==> src/rtl/triangle_wire_scanner_if.sv <==
// Framebuffer write port: one pixel write per req/ack handshake.
// The scanner is the master; wr_x/wr_y/wr_color stay stable while wr_req waits for wr_ack.
interface triangle_wire_scanner_if;
  logic       wr_req;
  logic [8:0] wr_x;
  logic [8:0] wr_y;
  logic [7:0] wr_color;
  logic       wr_ack;

  modport master (output wr_req, wr_x, wr_y, wr_color, input wr_ack);
  modport slave  (input wr_req, wr_x, wr_y, wr_color, output wr_ack);
endinterface

==> src/rtl/triangle_wire_scanner.sv <==
// Walks the clamped bounding box of a triangle in raster order, one pixel per cycle, and issues one write per edge hit.
// A hit stalls the scan in WRITE until wr_ack; start is only honoured while idle.
module triangle_wire_scanner #(
  parameter int SCREEN_W = 320,
  parameter int SCREEN_H = 240
) (
  input  logic        Clk,
  input  logic        Reset_n,
  input  logic        start,
  input  logic [8:0]  v0x,
  input  logic [8:0]  v0y,
  input  logic [8:0]  v1x,
  input  logic [8:0]  v1y,
  input  logic [8:0]  v2x,
  input  logic [8:0]  v2y,
  input  logic [7:0]  color,
  output logic [8:0]  currx,
  output logic [8:0]  curry,
  input  logic        hit,
  output logic [8:0]  tv0x,
  output logic [8:0]  tv0y,
  output logic [8:0]  tv1x,
  output logic [8:0]  tv1y,
  output logic [8:0]  tv2x,
  output logic [8:0]  tv2y,
  output logic        busy,
  output logic        done,
  output logic [18:0] pixels_written,
  triangle_wire_scanner_if.master fb
);

  localparam logic [8:0] X_LAST = 9'(SCREEN_W - 1);
  localparam logic [8:0] Y_LAST = 9'(SCREEN_H - 1);

  typedef enum logic [2:0] {IDLE, SETUP, SCAN, WRITE, DONE} state_t;
  state_t state, state_nxt;

  logic [7:0] color_q;
  logic [8:0] xmin_q, xmax_q, ymax_q;
  logic [8:0] xmin_c, xmax_c, ymin_c, ymax_c;
  logic [8:0] adv_x, adv_y;
  logic       off_screen, last;

  always_comb begin
    xmin_c = tv0x;
    xmax_c = tv0x;
    ymin_c = tv0y;
    ymax_c = tv0y;
    if (tv1x < xmin_c) xmin_c = tv1x;
    if (tv2x < xmin_c) xmin_c = tv2x;
    if (tv1x > xmax_c) xmax_c = tv1x;
    if (tv2x > xmax_c) xmax_c = tv2x;
    if (tv1y < ymin_c) ymin_c = tv1y;
    if (tv2y < ymin_c) ymin_c = tv2y;
    if (tv1y > ymax_c) ymax_c = tv1y;
    if (tv2y > ymax_c) ymax_c = tv2y;
    if (xmax_c > X_LAST) xmax_c = X_LAST;
    if (ymax_c > Y_LAST) ymax_c = Y_LAST;
  end

  assign off_screen = (xmin_c > X_LAST) || (ymin_c > Y_LAST);
  assign last       = (currx == xmax_q) && (curry == ymax_q);
  // End of row wraps to xmin on the next row; never evaluated past the last pixel.
  assign adv_x      = (currx == xmax_q) ? xmin_q : currx + 9'd1;
  assign adv_y      = (currx == xmax_q) ? curry + 9'd1 : curry;

  always_ff @(posedge Clk or negedge Reset_n) begin
    if (!Reset_n) state <= IDLE;
    else          state <= state_nxt;
  end

  always_comb begin
    state_nxt = state;
    case (state)
      IDLE:    if (start) state_nxt = SETUP;
      SETUP:   state_nxt = off_screen ? DONE : SCAN;
      SCAN:    if (hit) state_nxt = WRITE;
               else if (last) state_nxt = DONE;
      WRITE:   if (fb.wr_ack) state_nxt = last ? DONE : SCAN;
      DONE:    state_nxt = IDLE;
      default: state_nxt = IDLE;
    endcase
  end

  always_comb begin
    busy = (state != IDLE);
    done = (state == DONE);
  end

  always_ff @(posedge Clk or negedge Reset_n) begin
    if (!Reset_n) begin
      tv0x <= '0; tv0y <= '0; tv1x <= '0; tv1y <= '0; tv2x <= '0; tv2y <= '0;
      color_q        <= '0;
      xmin_q         <= '0;
      xmax_q         <= '0;
      ymax_q         <= '0;
      currx          <= '0;
      curry          <= '0;
      fb.wr_req      <= 1'b0;
      fb.wr_x        <= '0;
      fb.wr_y        <= '0;
      fb.wr_color    <= '0;
      pixels_written <= '0;
    end else begin
      case (state)
        IDLE: if (start) begin
          tv0x <= v0x; tv0y <= v0y; tv1x <= v1x; tv1y <= v1y; tv2x <= v2x; tv2y <= v2y;
          color_q        <= color;
          pixels_written <= '0;
        end
        SETUP: if (!off_screen) begin
          xmin_q <= xmin_c;
          xmax_q <= xmax_c;
          ymax_q <= ymax_c;
          currx  <= xmin_c;
          curry  <= ymin_c;
        end
        SCAN: begin
          if (hit) begin
            fb.wr_req   <= 1'b1;
            fb.wr_x     <= currx;
            fb.wr_y     <= curry;
            fb.wr_color <= color_q;
          end else if (!last) begin
            currx <= adv_x;
            curry <= adv_y;
          end
        end
        WRITE: if (fb.wr_ack) begin
          fb.wr_req      <= 1'b0;
          pixels_written <= pixels_written + 19'd1;
          if (!last) begin
            currx <= adv_x;
            curry <= adv_y;
          end
        end
        default: ;
      endcase
    end
  end

endmodule

==> src/flat_wrapper.sv <==
// flat-port wrapper written by rule: the top's interface ports become plain ports
module triangle_wire_scanner_flat 
#(
  parameter int SCREEN_W = 320,
  parameter int SCREEN_H = 240
)
  (Clk, Reset_n, start, v0x, v0y, v1x, v1y, v2x, v2y, color, currx, curry, hit, tv0x, tv0y, tv1x, tv1y, tv2x, tv2y, busy, done, pixels_written, fb_wr_req, fb_wr_x, fb_wr_y, fb_wr_color, fb_wr_ack);
  triangle_wire_scanner_if fb_i ();
  input  logic Clk;
  input  logic Reset_n;
  input  logic start;
  input  logic [8:0] v0x;
  input  logic [8:0] v0y;
  input  logic [8:0] v1x;
  input  logic [8:0] v1y;
  input  logic [8:0] v2x;
  input  logic [8:0] v2y;
  input  logic [7:0] color;
  output logic [8:0] currx;
  output logic [8:0] curry;
  input  logic hit;
  output logic [8:0] tv0x;
  output logic [8:0] tv0y;
  output logic [8:0] tv1x;
  output logic [8:0] tv1y;
  output logic [8:0] tv2x;
  output logic [8:0] tv2y;
  output logic busy;
  output logic done;
  output logic [18:0] pixels_written;
  output wire logic [$bits(fb_i.wr_req)-1:0] fb_wr_req;
  output wire logic [$bits(fb_i.wr_x)-1:0] fb_wr_x;
  output wire logic [$bits(fb_i.wr_y)-1:0] fb_wr_y;
  output wire logic [$bits(fb_i.wr_color)-1:0] fb_wr_color;
  input wire logic [$bits(fb_i.wr_ack)-1:0] fb_wr_ack;
  assign fb_wr_req = fb_i.wr_req;
  assign fb_wr_x = fb_i.wr_x;
  assign fb_wr_y = fb_i.wr_y;
  assign fb_wr_color = fb_i.wr_color;
  assign fb_i.wr_ack = fb_wr_ack;
  triangle_wire_scanner #(.SCREEN_W(SCREEN_W), .SCREEN_H(SCREEN_H)) u_core (.Clk(Clk), .Reset_n(Reset_n), .start(start), .v0x(v0x), .v0y(v0y), .v1x(v1x), .v1y(v1y), .v2x(v2x), .v2y(v2y), .color(color), .currx(currx), .curry(curry), .hit(hit), .tv0x(tv0x), .tv0y(tv0y), .tv1x(tv1x), .tv1y(tv1y), .tv2x(tv2x), .tv2y(tv2y), .busy(busy), .done(done), .pixels_written(pixels_written), .fb(fb_i));
endmodule
==> config.mk <==
export PLATFORM = sky130hd
export DESIGN_NAME = triangle_wire_scanner_flat
export DESIGN_NICKNAME = d
export VERILOG_FILES = /design/src/rtl/triangle_wire_scanner_if.sv /design/src/rtl/triangle_wire_scanner.sv /design/src/flat_wrapper.sv
export SDC_FILE = /design/constraint.sdc
export NUM_CORES = 1
export LEC_CHECK = 0
export ABC_AREA = 1
export BUFFER_PORTS_ARGS = -buffer_cell sky130_fd_sc_hd__buf_2
export CAP_MARGIN = 0
export CORE_ASPECT_RATIO = 2
export CORE_MARGIN = 2
export CORE_UTILIZATION = 60
export DETAILED_ROUTE_END_ITERATION = 16
export PLACE_DENSITY = 0.86
export SLEW_MARGIN = 10
export SYNTH_ARGS = -nofsm -noshare
export SYNTH_HDL_FRONTEND = slang
export SYNTH_SLANG_ARGS = --single-unit
==> constraint.sdc <==
create_clock -name Clk -period 8.1 [get_ports Clk]
set_input_delay 1.215 -clock Clk [delete_from_list [all_inputs] [get_ports Clk]]
set_output_delay 1.215 -clock Clk [all_outputs]
set_load 0.03 [all_outputs]
==> results of run 1 <==
## how the worst max path moves through the flow
stage | start | to | cells past startpoint
2_1_floorplan | u_core.tv0x[8]$_DFFE_PN0P_ | u_core.xmax_q[7]$_DFFE_PN0P_ | 20
3_3_place_gp | u_core.tv0y[8]$_DFFE_PN0P_ | u_core.xmin_q[1]$_DFFE_PN0P_ | 16
3_5_place_dp | u_core.tv0y[8]$_DFFE_PN0P_ | u_core.xmax_q[6]$_DFFE_PN0P_ | 16
4_1_cts | u_core.tv0y[8]$_DFFE_PN0P_ | u_core.xmin_q[4]$_DFFE_PN0P_ | 16
5_1_grt | u_core.tv0y[2]$_DFFE_PN0P_ | u_core.xmin_q[4]$_DFFE_PN0P_ | 18
6_report | u_core.tv1y[4]$_DFFE_PN0P_ | u_core.xmin_q[4]$_DFFE_PN0P_ | 17
## layout make-up
cell class                 instances  area [µm²]  share of cell area
inverter                         109       409.1             0.03863
clock inverter                    14       145.1             0.01371
sequential                       156        3904              0.3686
timing repair buffer             190       967.2             0.09133
multi-input combinational        850        4482              0.4232
clock buffer                      18       439.2             0.04147
tap                              195       244.0             0.02304
## per-stage QoR
stage | worst slack (ns) | cell area, µm² | utilization | hold slack [ns]
3_5_place_dp | 3.620 | 10010 | 0.6788 | 0.4651
3_3_place_gp | 3.702 | 10010 | 0.6788 | 0.4527
2_1_floorplan | 4.354 | 8987 | - | 0.4568
4_1_cts | 3.553 | 10590 | 0.7184 | 0.4819
6_report | 3.520 | 10590 | 0.7184 | 0.4743
5_1_grt | 3.020 | 10590 | 0.7184 | 0.4933
## placed cells by master, fill, tap and decap left out, types with 6 or more instances in the layout
master,n
xor2_1,13
xnor2_1,9
nor3_1,16
nor2_1,51
o21ai_1,48
nand3_1,22
nand2_2,15
o22ai_1,6
a21oi_1,55
o21ai_0,129
dfrtp_1,156
buf_2,185
clkbuf_16,17
inv_2,6
or2_2,7
a211oi_1,6
inv_1,101
nand2_1,355
ha_1,55
nand4_1,18
## cells in the mapped netlist (all sizes together)
library cell,number,area [µm²]
o2111ai,2,17.52
dfrtp,156,3904
xnor2,9,78.83
nand2,372,1449
nor2,61,279.0
nor4,3,18.77
nand3,26,145.1
a21o,1,7.510
o211ai,3,22.52
a2bb2oi,1,8.760
nand3b,5,37.54
nand4,19,133.9
a211oi,6,45.04
ha,55,688.2
nor3b,1,7.510
inv,107,401.6
o21a,1,7.510
o21ai,179,910.9
a31oi,4,25.02
xor2,13,113.9
nor3,17,96.35
clkbuf,29,108.9
or2,9,56.31
and3,1,6.260
o22ai,6,37.54
clkinv,2,7.510
a21oi,56,284.0
buf,12,88.83
## kinds of logic (layout without fill, tap and decap cells)
kind of cell,after synthesis,in the layout,share of synthesized area
compound gates,259,259,0.1520
xor+xnor,22,22,0.02144
fa+ha+maj,55,55,0.07657
buf+inv,150,331,0.06752
flops,156,156,0.4344
simple gates,514,514,0.2481
## worst max-delay path, stage by stage (launching register included)
cell and delay (ns):
dfrtp_1 0.45, ha_1 0.32, nand2_1 0.09, inv_2 0.04
nand2_1 0.07, nand2_1 0.05, nand2_1 0.07, nand3_1 0.46
o21ai_0 0.54, ha_1 0.33, a21oi_1 0.12, o21ai_0 0.08
a21oi_1 0.34, nand2_2 0.25, o21ai_4 0.28, nand4_4 0.57
nor2_1 0.28, a21oi_1 0.07
## per-layer routing
metal	wire [µm]	part of all wire
met5	0	0
met4	922	0.040
met2	11810	0.52
met3	1173	0.051
met1	8934	0.39
==> impl_metrics.json, run 1 <==
{
  "outcome": "complete, no violations",
  "r2r_cells": 17,
  "clkLatencyLatePin_ns": 0.43,
  "cts_setup_buffers": 0,
  "cts.reportedPaths.clkPinSlew_ns": 0.07,
  "place_hpwl_um": 16790,
  "antenna_found_initial": 0,
  "finalCritPeriodShare": 0.5654,
  "slew_violations": 0,
  "final_hold_viol_count": 0,
  "dr.pass1.iters": 5,
  "cp.arrival_ns": 4.87,
  "drt_wl_total_um": 22840,
  "portBuffers": 186,
  "die_w_um": 90.54,
  "synthesis.nets": 1278,
  "top_register": "u_core.pixels_written",
  "grtUsageMet3": 0.04514,
  "grt_overflow": 0,
  "crit_type": "flop to flop",
  "die_y_um": 177.1,
  "worstMarginPinSlew_ns": 0.8615,
  "setup-violations-final": 0,
  "diodes": 0,
  "layout.nets": 1446,
  "routed_via_density": 5.489,
  "cts_resized": 0,
  "synth_seq_area_share": 0.4344,
  "rrSetupSlack_ns": 3.52,
  "cts_tree": "yes",
  "slew_headroom": 0.4250,
  "hold_buffers": 0,
  "fmax_ghz": 0.2184,
  "timing.max_cap.violations": 0,
  "min_path_type": "flop to flop",
  "root_buffer": "clkbuf_16",
  "yosys_register_bits": 156,
  "clock_path_buffers": 2,
  "cp-start-kind": "flop",
  "fin_cells": 1532,
  "grt_pass1_wl_um": 37850,
  "cts_inserted_buffers": 17,
  "place_inst": 1500,
  "rsz0062_at_grt": "no",
  "cts.sinks": 156,
  "use_met2": 0.5090,
  "rr_endpoint": "u_core.xmin_q[4]$_DFFE_PN0P_",
  "hold_end": "u_core.fb.wr_y[4]$_DFFE_PN0P_",
  "drive_gt1_frac": 0.2027,
  "fp.dieArea_um2": 16030,
  "synth_cell_types": 44,
  "largest_register_ffs": 19,
  "hold_path_depth": 2,
  "netlist_area_um2": 8987,
  "avgRoutedWirePerCell_um": 14.91,
  "hp-start": "u_core.fb.wr_y[4]$_DFFE_PN0P_",
  "grt_busiest_layer": "met2",
  "htree_levels": 4,
  "area_growth_pct": 17.83,
  "gp_congestion": 0.9136,
  "worstReg2RegStart": "u_core.tv1y[4]$_DFFE_PN0P_",
  "met1_usage": 0.3392,
  "tns_ns": 0,
  "cp-end-kind": "flop",
  "row_count": 63,
  "drc_errors": 0,
  "num_vias": 8409,
  "layout_min_cycle_time_ns": 4.580,
  "grt_usage": 0.2903,
  "avgSynthCellArea_um2": 7.775,
  "critPathRequiredTime_ns": 8.39,
  "grt_start_max_net_pins": 92,
  "top_level_ports": 187,
  "critPathMaxFanout": 54,
  "synth_cells": 1156,
  "drt_iter0_drc": 609,
  "fillCellCount": 1193,
  "start_util": 0.6097,
  "core_area_um2": 14740,
  "ant_nets": 0,
  "ys_warn_count": 0,
  "grt_pass1_vias": 8094,
  "finClkSkew_ns": 0.009322
}
Power of run 1 is not shown: default switching activity piles up to over one toggle a cycle in this logic, so the estimate is an artifact.
==> run 2: changes to the inputs <==
--- a/config.mk
+++ b/config.mk
@@ -10,9 +10,9 @@
 export CAP_MARGIN = 0
 export CORE_ASPECT_RATIO = 2
 export CORE_MARGIN = 2
-export CORE_UTILIZATION = 60
+export CORE_UTILIZATION = 56
 export DETAILED_ROUTE_END_ITERATION = 16
-export PLACE_DENSITY = 0.86
+export PLACE_DENSITY = 0.81
 export SLEW_MARGIN = 10
 export SYNTH_ARGS = -nofsm -noshare
 export SYNTH_HDL_FRONTEND = slang
==> constraint.sdc (replaced) <==
create_clock -name Clk -period 4.8 [get_ports Clk]
set_input_delay 0.72 -clock Clk [delete_from_list [all_inputs] [get_ports Clk]]
set_output_delay 0.72 -clock Clk [all_outputs]
set_load 0.03 [all_outputs]
==> impl_metrics.json, run 2 (same netlist as run 1, synthesis figures left out) <==
{
  "avgRoutedWirePerCell_um": 14.93,
  "grt_pass1_wl_um": 37500,
  "start_util": 0.5696,
  "path_cells": "inv_1, ha_1, a21o_1, nor2_1, nand3_2, o21ai_1, inv_1, ha_1, nand2_1, inv_1, nand3_1, nor3_1, nand2_1, nand2_2, nand2_1, nand2_1, nand2_1, nand2_2, nand3_1, nand2_2, nand3_2, nand2_1, nand2_1",
  "antenna_found_initial": 0,
  "grt_overflow": 0,
  "area_growth_pct": 18.45,
  "layout.nets": 1448,
  "path_buf_inv": 3,
  "cp_top_family": "simple AND/OR/NAND/NOR gates",
  "place_hpwl_um": 17260,
  "worstMarginPinSlew_ns": 0.9951,
  "layout_common_cells": "nand2_1 (355), buf_2 (185), dfrtp_1 (156)",
  "cp-start-kind": "flop",
  "row_count": 65,
  "tns_ns": 0,
  "routed_via_density": 5.414,
  "ant_nets": 0,
  "fp.dieArea_um2": 17140,
  "cts.sinks": 156,
  "slew_headroom": 0.3356,
  "mostFrequentLayoutCell": "nand2_1",
  "num_vias": 8337,
  "cts_tree": "yes",
  "layout_min_cycle_time_ns": 4.177,
  "final_hold_viol_count": 0,
  "drive_gt1_frac": 0.2054,
  "top_register": "u_core.pixels_written",
  "root_buffer": "clkbuf_16",
  "slew_violations": 0,
  "clock_path_buffers": 2,
  "die_w_um": 93.58,
  "setup-violations-final": 0,
  "critPathMaxFanout": 20,
  "critPathRequiredTime_ns": 5.12,
  "clkLatencyLatePin_ns": 0.43,
  "cp_slowest_cell": "dfrtp_1",
  "crit_type": "flop to flop",
  "cts_inserted_buffers": 17,
  "rsz0062_at_grt": "no",
  "cts.reportedPaths.clkPinSlew_ns": 0.07,
  "core_area_um2": 15780,
  "drt_iter0_drc": 407,
  "cp.arrival_ns": 4.50,
  "gp_congestion": 0.8695,
  "slowest_delay_ns": 0.39,
  "cts_setup_buffers": 0,
  "timing.max_cap.violations": 0,
  "diodes": 0,
  "grt_start_max_net_pins": 69,
  "grt_usage": 0.2735,
  "min_path_type": "primary input to async pin",
  "outcome": "complete, no violations",
  "top_level_ports": 187,
  "drc_errors": 0,
  "dr.pass1.iters": 5,
  "finalCritPeriodShare": 0.8703,
  "finClkSkew_ns": 0.01072,
  "htree_levels": 4,
  "fmax_ghz": 0.2394,
  "grt_pass1_vias": 8120,
  "drt_wl_total_um": 23000,
  "die_y_um": 183.2,
  "largest_register_ffs": 19,
  "portBuffers": 186,
  "crit_top_cell": "nand2_1",
  "cp-end-kind": "flop"
}
[run 2: final cells by class]
| class | count | area (µm²) |
|---|---|---|
| inverters | 109 | 409.1 |
| flip-flops and latches | 156 | 3904 |
| repair buffers | 192 | 982.2 |
| well taps | 201 | 251.5 |
| multi-input cells | 850 | 4492 |
| clock inverters | 14 | 167.7 |
| clock buffers | 18 | 439.2 |
| fillers | 1381 | 5132 |
[run 2: per-stage QoR]
step | setup slack (ns) | util | std cells | instance area [µm²] | hold slack, ns
2_1_floorplan | 1.054 | - | 1156 | 8987 | 0.4244
3_3_place_gp | 0.5738 | 0.6356 | 1508 | 10030 | 0.4618
3_5_place_dp | 0.4396 | 0.6356 | 1508 | 10030 | 0.4689
4_1_cts | 0.4155 | 0.6741 | 1540 | 10640 | 0.2962
5_1_grt | 0.1693 | 0.6747 | 1540 | 10650 | 0.3198
6_report | 0.6226 | 0.6747 | 1540 | 10650 | 0.2773
[run 2: worst paths after layout]
path | startpoint | to | slack, ns | cells past startpoint
worst max-delay path | u_core.tv0x[8]$_DFFE_PN0P_ | u_core.curry[8]$_DFFE_PN0P_ | 0.62 | 23
worst min-delay path | Reset_n | u_core.tv1y[5]$_DFFE_PN0P_ | 0.28 | 1
worst max register to register | u_core.tv0x[8]$_DFFE_PN0P_ | u_core.curry[8]$_DFFE_PN0P_ | 0.62 | 23
worst min register to register | u_core.fb.wr_y[6]$_DFFE_PN0P_ | u_core.fb.wr_y[6]$_DFFE_PN0P_ | 0.48 | 2
max in group asynchronous | Reset_n | u_core.pixels_written[2]$_DFFE_PN0P_ | 3.49 | 2
min in group Clk | u_core.fb.wr_y[6]$_DFFE_PN0P_ | u_core.fb.wr_y[6]$_DFFE_PN0P_ | 0.48 | 2
[run 2: layer usage]
| layer | global-route usage | vias to the layer above | share of wire |
|---|---|---|---|
| li1 | - | 4141 | - |
| met1 | 0.3131 | 3863 | 0.39 |
| met2 | 0.4852 | 270 | 0.52 |
| met3 | 0.04807 | 63 | 0.053 |
| met4 | 0.1322 | 0 | 0.039 |
| met5 | 0 | - | 0 |
[run 2: repair_timing]
action / 4_1_cts / 5_1_grt
hold buffers: 0 / 0
endpoints found under the setup margin: 0 / 23
gates resized for setup: 0 / 3
Power of run 2 is left out for the same reason.
==> run 3: changes to the inputs <==
--- a/config.mk
+++ b/config.mk
@@ -10,9 +10,9 @@
 export CAP_MARGIN = 0
 export CORE_ASPECT_RATIO = 2
 export CORE_MARGIN = 2
-export CORE_UTILIZATION = 56
+export CORE_UTILIZATION = 50
 export DETAILED_ROUTE_END_ITERATION = 16
-export PLACE_DENSITY = 0.81
+export PLACE_DENSITY = 0.8
 export SLEW_MARGIN = 10
 export SYNTH_ARGS = -nofsm -noshare
 export SYNTH_HDL_FRONTEND = slang
==> constraint.sdc (replaced) <==
create_clock -name Clk -period 3.35 [get_ports Clk]
set_input_delay 0.5025 -clock Clk [delete_from_list [all_inputs] [get_ports Clk]]
set_output_delay 0.5025 -clock Clk [all_outputs]
set_load 0.03 [all_outputs]
==> impl_metrics.json, run 3 (same netlist as run 1, synthesis figures left out) <==
{
  "outcome": "finished with violations",
  "violations": "negative setup slack",
  "fp.dieArea_um2": 19130,
  "cts.reportedPaths.clkPinSlew_ns": 0.07,
  "finalCritPeriodShare": 1.034,
  "setup-violations-final": 46,
  "fin_hold_ws_ns": 0.03502,
  "dr.pass1.iters": 5,
  "drc_errors": 0,
  "core_area_um2": 17700,
  "final_hold_viol_count": 0,
  "root_buffer": "clkbuf_16",
  "cp.arrival_ns": 3.83,
  "portBuffers": 186,
  "critPathRequiredTime_ns": 3.71,
  "rrSetupSlack_ns": -0.12,
  "finClkSkew_ns": 0.01129,
  "top_register": "u_core.pixels_written",
  "clkLatencyLatePin_ns": 0.44,
  "fillCellCount": 1453,
  "largest_register_ffs": 19,
  "path_buf_inv": 2,
  "crit_type": "flop to flop",
  "slew_headroom": 0.5156,
  "grt_pass1_vias": 8522,
  "die_w_um": 98.80,
  "cts_tree": "yes",
  "r2r_cells": 21,
  "cts_inserted_buffers": 17,
  "grt_start_max_net_pins": 65,
  "num_vias": 8637,
  "crit_top_cell": "nand2_1",
  "min_path_type": "primary input to async pin",
  "top_level_ports": 187,
  "row_count": 69,
  "critPathMaxFanout": 16,
  "grt_overflow": 0,
  "slew_violations": 0,
  "place_hpwl_um": 18320,
  "diodes": 0,
  "ant_nets": 0,
  "drive_gt1_frac": 0.3218,
  "timing.final.ws_setup_ns": -0.1154,
  "cts.sinks": 156,
  "area_growth_pct": 30.79,
  "worstMarginPinSlew_ns": 0.7200,
  "cp.depth": 21,
  "rsz0062_at_grt": "yes",
  "layout.nets": 1520,
  "drt_iter0_drc": 384,
  "clock_path_buffers": 2,
  "antenna_found_initial": 0,
  "cp-end-kind": "flop",
  "grt_pass1_wl_um": 41070,
  "cp_slowest_cell": "dfrtp_2",
  "gp_congestion": 0.9376,
  "cp_top_family": "simple AND/OR/NAND/NOR gates",
  "htree_levels": 4,
  "avgRoutedWirePerCell_um": 15.38,
  "path_cells": "ha_4, nand2_1, nor2_2, nand3b_1, nand3_4, buf_12, nand2_8, nand2_1, o21ai_1, ha_1, nand2_1, nor2_2, nand2_1, o211ai_1, nand2_2, nand2_1, o21ai_2, a21oi_2, buf_6, a211oi_2, o21ai_1",
  "grt_usage": 0.2619,
  "die_y_um": 193.6,
  "slowest_delay_ns": 0.43,
  "cp-start-kind": "flop",
  "timing.max_cap.violations": 0,
  "start_util": 0.5078,
  "layout_min_cycle_time_ns": 3.465,
  "drt_wl_total_um": 24970,
  "fmax_ghz": 0.2886,
  "layout_common_cells": "nand2_1 (339), buf_2 (185), dfrtp_1 (125)",
  "mostFrequentLayoutCell": "nand2_1",
  "routed_via_density": 5.318
}
[run 3: final cells by class]
class,instances,area [µm²],share of cell area
multi-input cells,851,4898,0.4167
flip-flops and latches,156,3943,0.3354
well taps,213,266.5,0.02267
clock buffers,17,425.4,0.03619
inverters,109,411.6,0.03502
clock inverters,15,200.2,0.01703
repair buffers,263,1610,0.1370
[run 3: through the flow]
| step | area, µm² | utilization | TNS (ns) | setup slack, ns | cells |
|---|---|---|---|---|---|
| 5_1_grt | 11760 | 0.6642 | -12.65 | -0.3340 | 1624 |
| 3_5_place_dp | 10770 | 0.6084 | -6.159 | -0.1807 | 1585 |
| 6_report | 11760 | 0.6642 | -3.221 | -0.1154 | 1624 |
| 4_1_cts | 11550 | 0.6527 | -0.3419 | -0.05080 | 1619 |
| 2_1_floorplan | 9203 | - | -0.02067 | -0.005168 | 1156 |
| 3_3_place_gp | 10770 | 0.6084 | -1.498 | -0.06089 | 1585 |
[run 3: final timing paths]
kind / start / endpoint
worst min register to register: u_core.fb.wr_req$_DFFE_PN0P_ / u_core.fb.wr_req$_DFFE_PN0P_
worst max register to register: u_core.tv1x[8]$_DFFE_PN0P_ / u_core.xmax_q[2]$_DFFE_PN0P_
worst min-delay path: Reset_n / u_core.tv2y[7]$_DFFE_PN0P_
max in group asynchronous: Reset_n / u_core.fb.wr_x[1]$_DFFE_PN0P_
min in group Clk: v1x[5] / u_core.tv1x[5]$_DFFE_PN0P_
worst max-delay path: u_core.tv1x[8]$_DFFE_PN0P_ / u_core.xmax_q[2]$_DFFE_PN0P_
[run 3: metal layers]
metal,vias to the layer above,GRT usage,wire [µm],part of all wire
li1,4291,-,-,-
met1,4014,0.3126,9675,0.39
met2,274,0.4605,13260,0.53
met3,58,0.04082,1235,0.049
met4,0,0.1111,803,0.032
met5,-,0,0,0
[run 3: what timing repair did]
action	in CTS	in global routing
gates resized for setup	40	38
pin swaps	9	12
setup endpoints to repair	47	47
cloned	0	3
setup buffers	2	2
hold buffers	0	0
Power of run 3 is left out for the same reason.
